### src/rtl/sine_pkg.sv
// Shared constants and types for the quarter-wave sine LUT reader.
// Field positions describe how a phase word splits into quadrant and index.
package sine_pkg;

  localparam int PHASE_W  = 32;
  localparam int ADDR_W   = 9;
  localparam int DATA_W   = 16;

  localparam int QUAD_MSB = PHASE_W - 1;
  localparam int IDX_LSB  = PHASE_W - 2 - ADDR_W;
  localparam int HI_W     = PHASE_W - IDX_LSB;

  localparam logic [1:0] Q0 = 2'd0;
  localparam logic [1:0] Q1 = 2'd1;
  localparam logic [1:0] Q2 = 2'd2;
  localparam logic [1:0] Q3 = 2'd3;

  localparam int SAMP_W = DATA_W + 1;
  typedef logic signed [SAMP_W-1:0] samp_t;

endpackage

### src/rtl/sine_phase_acc.sv
// Phase accumulator with offset add; emits the decode-relevant phase bits
// (quadrant + index, fraction truncated) and a sample-accept strobe.
module sine_phase_acc
  import sine_pkg::*;
(
  input  logic               clk,
  input  logic               rst_n,
  input  logic               en,
  input  logic               advance,
  input  logic               clr,
  input  logic [PHASE_W-1:0] tuning_word,
  input  logic [PHASE_W-1:0] phase_offset,
  output logic [HI_W-1:0]    phase_hi,
  output logic               accept
);

  logic [PHASE_W-1:0] r_acc;

  assign accept   = en && advance && !clr;
  assign phase_hi = HI_W'((r_acc + phase_offset) >> IDX_LSB);

  always_ff @(posedge clk or negedge rst_n) begin
    if (!rst_n) begin
      r_acc <= '0;
    end else if (clr) begin
      r_acc <= '0;
    end else if (accept) begin
      r_acc <= r_acc + tuning_word;
    end
  end

endmodule

### src/rtl/sine_lut_reader.sv
// Quarter-wave sine ROM read engine: phase -> mirrored address -> signed
// full-wave sample, delivered over a valid/ready stream.
module sine_lut_reader
  import sine_pkg::*;
(
  input  logic               clk,
  input  logic               rst_n,
  input  logic               en,
  output logic               in_ready,
  input  logic               phase_clr,
  input  logic [PHASE_W-1:0] tuning_word,
  input  logic [PHASE_W-1:0] phase_offset,
  output logic [ADDR_W-1:0]  rom_addr,
  input  logic [DATA_W-1:0]  rom_data,
  output logic [SAMP_W-1:0]  out_data,
  output logic               out_valid,
  input  logic               out_ready
);

  logic [HI_W-1:0]   w_hi;
  logic              w_accept;
  logic              w_adv;
  logic [1:0]        w_q;
  logic [ADDR_W-1:0] w_idx;
  logic [ADDR_W-1:0] w_addr;
  logic              w_neg;
  logic [DATA_W-1:0] w_s2_dat;
  samp_t             w_mag;

  logic [ADDR_W-1:0] r_rom_addr;
  logic              r_s1_valid;
  logic              r_s1_neg;
  logic              r_s2_valid;
  logic              r_s2_neg;
  logic              r_hold;
  logic [DATA_W-1:0] r_s2_dat;
  samp_t             r_out_data;
  logic              r_out_valid;

  assign w_adv    = !r_out_valid || out_ready;
  assign in_ready = w_adv;

  sine_phase_acc u_acc (
    .clk          (clk),
    .rst_n        (rst_n),
    .en           (en),
    .advance      (w_adv),
    .clr          (phase_clr),
    .tuning_word  (tuning_word),
    .phase_offset (phase_offset),
    .phase_hi     (w_hi),
    .accept       (w_accept)
  );

  assign w_q   = w_hi[HI_W-1 -: 2];
  assign w_idx = w_hi[ADDR_W-1:0];
  assign w_neg = w_q[1];

  always_comb begin
    w_addr = w_idx;
    unique case (w_q)
      Q0, Q2:  w_addr = w_idx;
      Q1, Q3:  w_addr = ~w_idx;
      default: w_addr = w_idx;
    endcase
  end

  // While stalled the ROM keeps reading rom_addr, which belongs to stage 1;
  // stage 2's word is latched on the first stall edge and used until release.
  assign w_s2_dat = r_hold ? r_s2_dat : rom_data;
  assign w_mag    = samp_t'({1'b0, w_s2_dat});

  always_ff @(posedge clk or negedge rst_n) begin
    if (!rst_n) begin
      r_rom_addr  <= '0;
      r_s1_valid  <= 1'b0;
      r_s1_neg    <= 1'b0;
      r_s2_valid  <= 1'b0;
      r_s2_neg    <= 1'b0;
      r_hold      <= 1'b0;
      r_s2_dat    <= '0;
      r_out_data  <= '0;
      r_out_valid <= 1'b0;
    end else if (phase_clr) begin
      r_s1_valid  <= 1'b0;
      r_s2_valid  <= 1'b0;
      r_out_valid <= 1'b0;
      r_hold      <= 1'b0;
    end else if (w_adv) begin
      if (w_accept) begin
        r_rom_addr <= w_addr;
      end
      r_s1_neg    <= w_neg;
      r_s1_valid  <= w_accept;
      r_s2_neg    <= r_s1_neg;
      r_s2_valid  <= r_s1_valid;
      r_hold      <= 1'b0;
      if (r_s2_valid) begin
        r_out_data <= r_s2_neg ? -w_mag : w_mag;
      end
      r_out_valid <= r_s2_valid;
    end else if (!r_hold) begin
      r_hold   <= 1'b1;
      r_s2_dat <= rom_data;
    end
  end

  assign rom_addr  = r_rom_addr;
  assign out_data  = r_out_data;
  assign out_valid = r_out_valid;

endmodule

### config.mk
export PLATFORM = sky130hd
export DESIGN_NAME = sine_lut_reader
export DESIGN_NICKNAME = d
export VERILOG_FILES = /design/src/rtl/sine_pkg.sv /design/src/rtl/sine_phase_acc.sv /design/src/rtl/sine_lut_reader.sv
export SDC_FILE = /design/constraint.sdc
export NUM_CORES = 1
export LEC_CHECK = 0
export CORE_ASPECT_RATIO = 0.75
export CORE_UTILIZATION = 40
export DETAILED_ROUTE_END_ITERATION = 10
export PLACE_DENSITY = 0.71
export REMOVE_ABC_BUFFERS = 1
export SLEW_MARGIN = 20
export SYNTH_ARGS = -nofsm -noshare
export SYNTH_HDL_FRONTEND = slang
export SYNTH_SLANG_ARGS = --single-unit
### constraint.sdc
create_clock -name clk -period 7.7 [get_ports clk]
set_input_delay 0.77 -clock clk [delete_from_list [all_inputs] [get_ports clk]]
set_output_delay 0.77 -clock clk [all_outputs]
set_load 0.03 [all_outputs]
==> metrics <==
post-layout util=0.521; Via density=~5.5; Nets=~970; cts hold-fix bufs=0; Final Hold Fails=0; synthesized flop and latch total=80; CP top delay family=compound AO/OA/AOI/OAI gates; area share of the largest cell type after synthesis=0.315; Rel. slew slack=0.355; clock buffer depth=2; gr ovfl total=0; area grow syn2layout=26.0%; CTS tree=done; power density cells=254 nW/µm²; Clock Latency Late Sink=around 0.35 ns; DP HPWL=12,800 µm; Post-CTS Resized=0; Starting Density=0.413; TritonCTS Buffers=9; largest net degree at the start of global routing=57; # setup viols final=0; Die Area=16,400 µm²; fraction of synthesis flops using an asynchronous set or reset pin=1.00; top cell type by total area after synthesis=dfrtp_1; CP Max Fanout=4; synthesized cell area=6350 µm²; max incr delay on CP=approximately 0.5 ns; YS warnings=0; All-Layer GR Usage=0.210; WP depth=11; proportion of layout cells with a drive suffix above 1=0.0534; clock transition at the registers of the reported paths=0.06 ns; Slew Limit Fails=0; Worst Hold Class=input pin to async pin; initial antenna violation count=0; drt pass-1 iters=4; fmax=253 MHz; worst-path cell chain=clkdlybuf4s50_1 -> ha_1 -> fa_1 -> a21o_1 -> a21oi_1 -> o311ai_1 -> a221o_1 -> a2111oi_4 -> nor4_1 -> or3_1 -> a32o_1; CP startpoint kind=input pin; RSZ-0062 raised after global routing=no; Die Span X=around 150 µm; post-CTS setup repair buffer count=0; post-synthesis sequential area ratio=0.315; top post-synthesis cells by area=dfrtp_1 (32%), ha_1 (12%), nand2_1 (5.3%); Core ar.=between 15,000 and 20,000 µm²; io pins=113; detailed-route via count=~5,700; final RePlAce weighted congestion=~0.85; max_cap viols=0; level count of the clock H-tree=3; leakage power=between 3 and 4 nW; first-pass GRT wire length=around 27,000 µm; # clock sinks=80; Netlist cell types=69; antenna viol nets, final=0; top_reg_cell synth=dfrtp_1; WP data arrival=4.19 ns; WL final=16,400 µm; worst-margin pin slew=about 0.97 ns; Mapped Avg Cell Area=between 8 and 9 µm²; status=finished clean; Setup TNS Final=0 ns; Core Rows=39; # diodes=0; number of synthesized flops with an enable pin=0; Final Total Pwr=roughly 0.0020 W; slowest CP cell=a221o_1; Setup crit end kind=flip-flop; Gate Count Post-Synth=slightly above 700; Routed wire per std cell=15.9 µm; DRC Markers=0; Die Ht=about 110 µm; VDD IR max=roughly 0.11 mV; Critical Path RT=between 7 and 8 ns; worst path bufs/invs=1; First DRT Iteration DRCs=approximately 370; Reg2Reg Depth=10; Final min period=between 3 and 4 ns; clk root buf=clkbuf_16; Setup CP Type=input pin to flip-flop; port buffer count=roughly 110; vias in the first global route=roughly 5,400; clock skew=about 0.0077 ns; final period utilization=0.514
## report_power, final
group	switching, W	internal, W
Sequential	0.0000866	0.000529
Clock	0.000173	0.000311
Combinational	0.000509	0.000427
Total	0.000768	0.00127
## worst reg2reg max path, delay by kind of cell, from the launching register on
kind	cells	cell delay, ns
AOI/OAI and AO/OA	6	1.93
adders and majority gates	2	0.66
DFF	1	0.41
and+or+nand+nor	2	0.43
## final timing paths
kind	start	slack (ns)	endpoint
min in group clk	r_s1_valid	0.48	r_s1_valid
setup reg to reg	u_acc.r_acc[0]	4.19	u_acc.r_acc[30]
setup / recovery	tuning_word[0]	3.74	u_acc.r_acc[30]
hold / removal	rst_n	0.32	out_data[16]
hold reg to reg	r_s1_valid	0.48	r_s1_valid
max in group asynchronous	rst_n	6.32	u_acc.r_acc[13]
## kinds of logic after synthesis
| kind of cell | share of synthesized area |
|---|---|
| AO/OA/AOI/OAI | 0.260 |
| XOR/XNOR | 0.0755 |
| multiplexers | 0.0520 |
| adder cells (fa/ha/maj) | 0.125 |
| flip-flops | 0.315 |
| AND/OR/NAND/NOR | 0.145 |
| buffers and inverters | 0.0270 |
## final cells by class
| class | count | area (µm²) |
|---|---|---|
| Fill cell | 1445 | 7370 |
| Clock inverter | 2 | 60.1 |
| Multi-Input combinational cell | 591 | 4190 |
| Clock buffer | 14 | 274 |
| Tap cell | 205 | 256 |
| Inverter | 22 | 82.6 |
| Timing Repair Buffer | 115 | 1140 |
| Sequential cell | 80 | 2000 |
## Yosys cell counts (3+ instances only)
cell type,instances
nor4_1,3
nor2_1,38
xnor2_1,37
a311oi_1,4
nand2_1,90
a22o_1,4
o21a_1,3
o21bai_1,6
nand3b_1,4
a21o_1,30
mux2_2,13
a21boi_0,5
o31ai_1,10
and3_1,7
and2_1,8
ha_1,62
clkbuf_1,18
nand3_1,9
dfrtp_1,80
nor3_1,10
o21ai_1,25
or3_1,9
o31a_1,4
a221o_1,3
a211oi_1,13
o211ai_1,3
a221oi_1,4
inv_1,22
a21oi_1,48
a211o_1,4
xor2_1,15
nand2b_1,5
o21ai_0,50
mux2i_1,17
nand4_1,6
## metal layers
metal  share of wire  global-route usage
met5               0                   0
met3           0.047              0.0366
met1            0.51               0.310
met2            0.43               0.314
met4           0.012              0.0515
## state kept, by name, indices dropped and copies added (netlist names)
name	count
out_data	17
out_valid	1
r_hold	1
r_s1_neg	1
r_s1_valid	1
r_s2_dat	16
r_s2_neg	1
r_s2_valid	1
rom_addr	9
u_acc.r_acc	32
## cells in the final DEF, fill, tap and decap left out, drive strengths merged, types with 5 or more instances in the layout
cell type      instances
or3                    9
a211oi                14
nand4                  6
and3                   7
xnor2                 37
mux2                  13
nand2b                 5
xor2                  15
nor3                  10
clkbuf                14
dfrtp                 80
inv                   22
nor2                  38
nand3                  9
o31ai                 11
a221oi                 5
o21ai                 75
o21bai                 6
ha                    62
a21oi                 50
mux2i                 18
clkdlybuf4s50        111
a21boi                 5
nand2                 90
and2                   8
a21o                  30
## stage by stage
| step | area, µm² | setup slack (ns) | hold WS [ns] | instances |
|---|---|---|---|---|
| finish | 8010 | 3.74 | 0.320 | 1029 |
| global route | 8010 | 3.61 | 0.340 | 1029 |
| CTS | 8010 | 3.78 | 0.333 | 1029 |
| detailed placement | 7670 | 3.43 | 0.474 | 1013 |
| global placement | 7670 | 3.49 | 0.464 | 1013 |
| floorplan | 6260 | 4.19 | 0.447 | 693 |
Power figures use the tool's default switching activity.
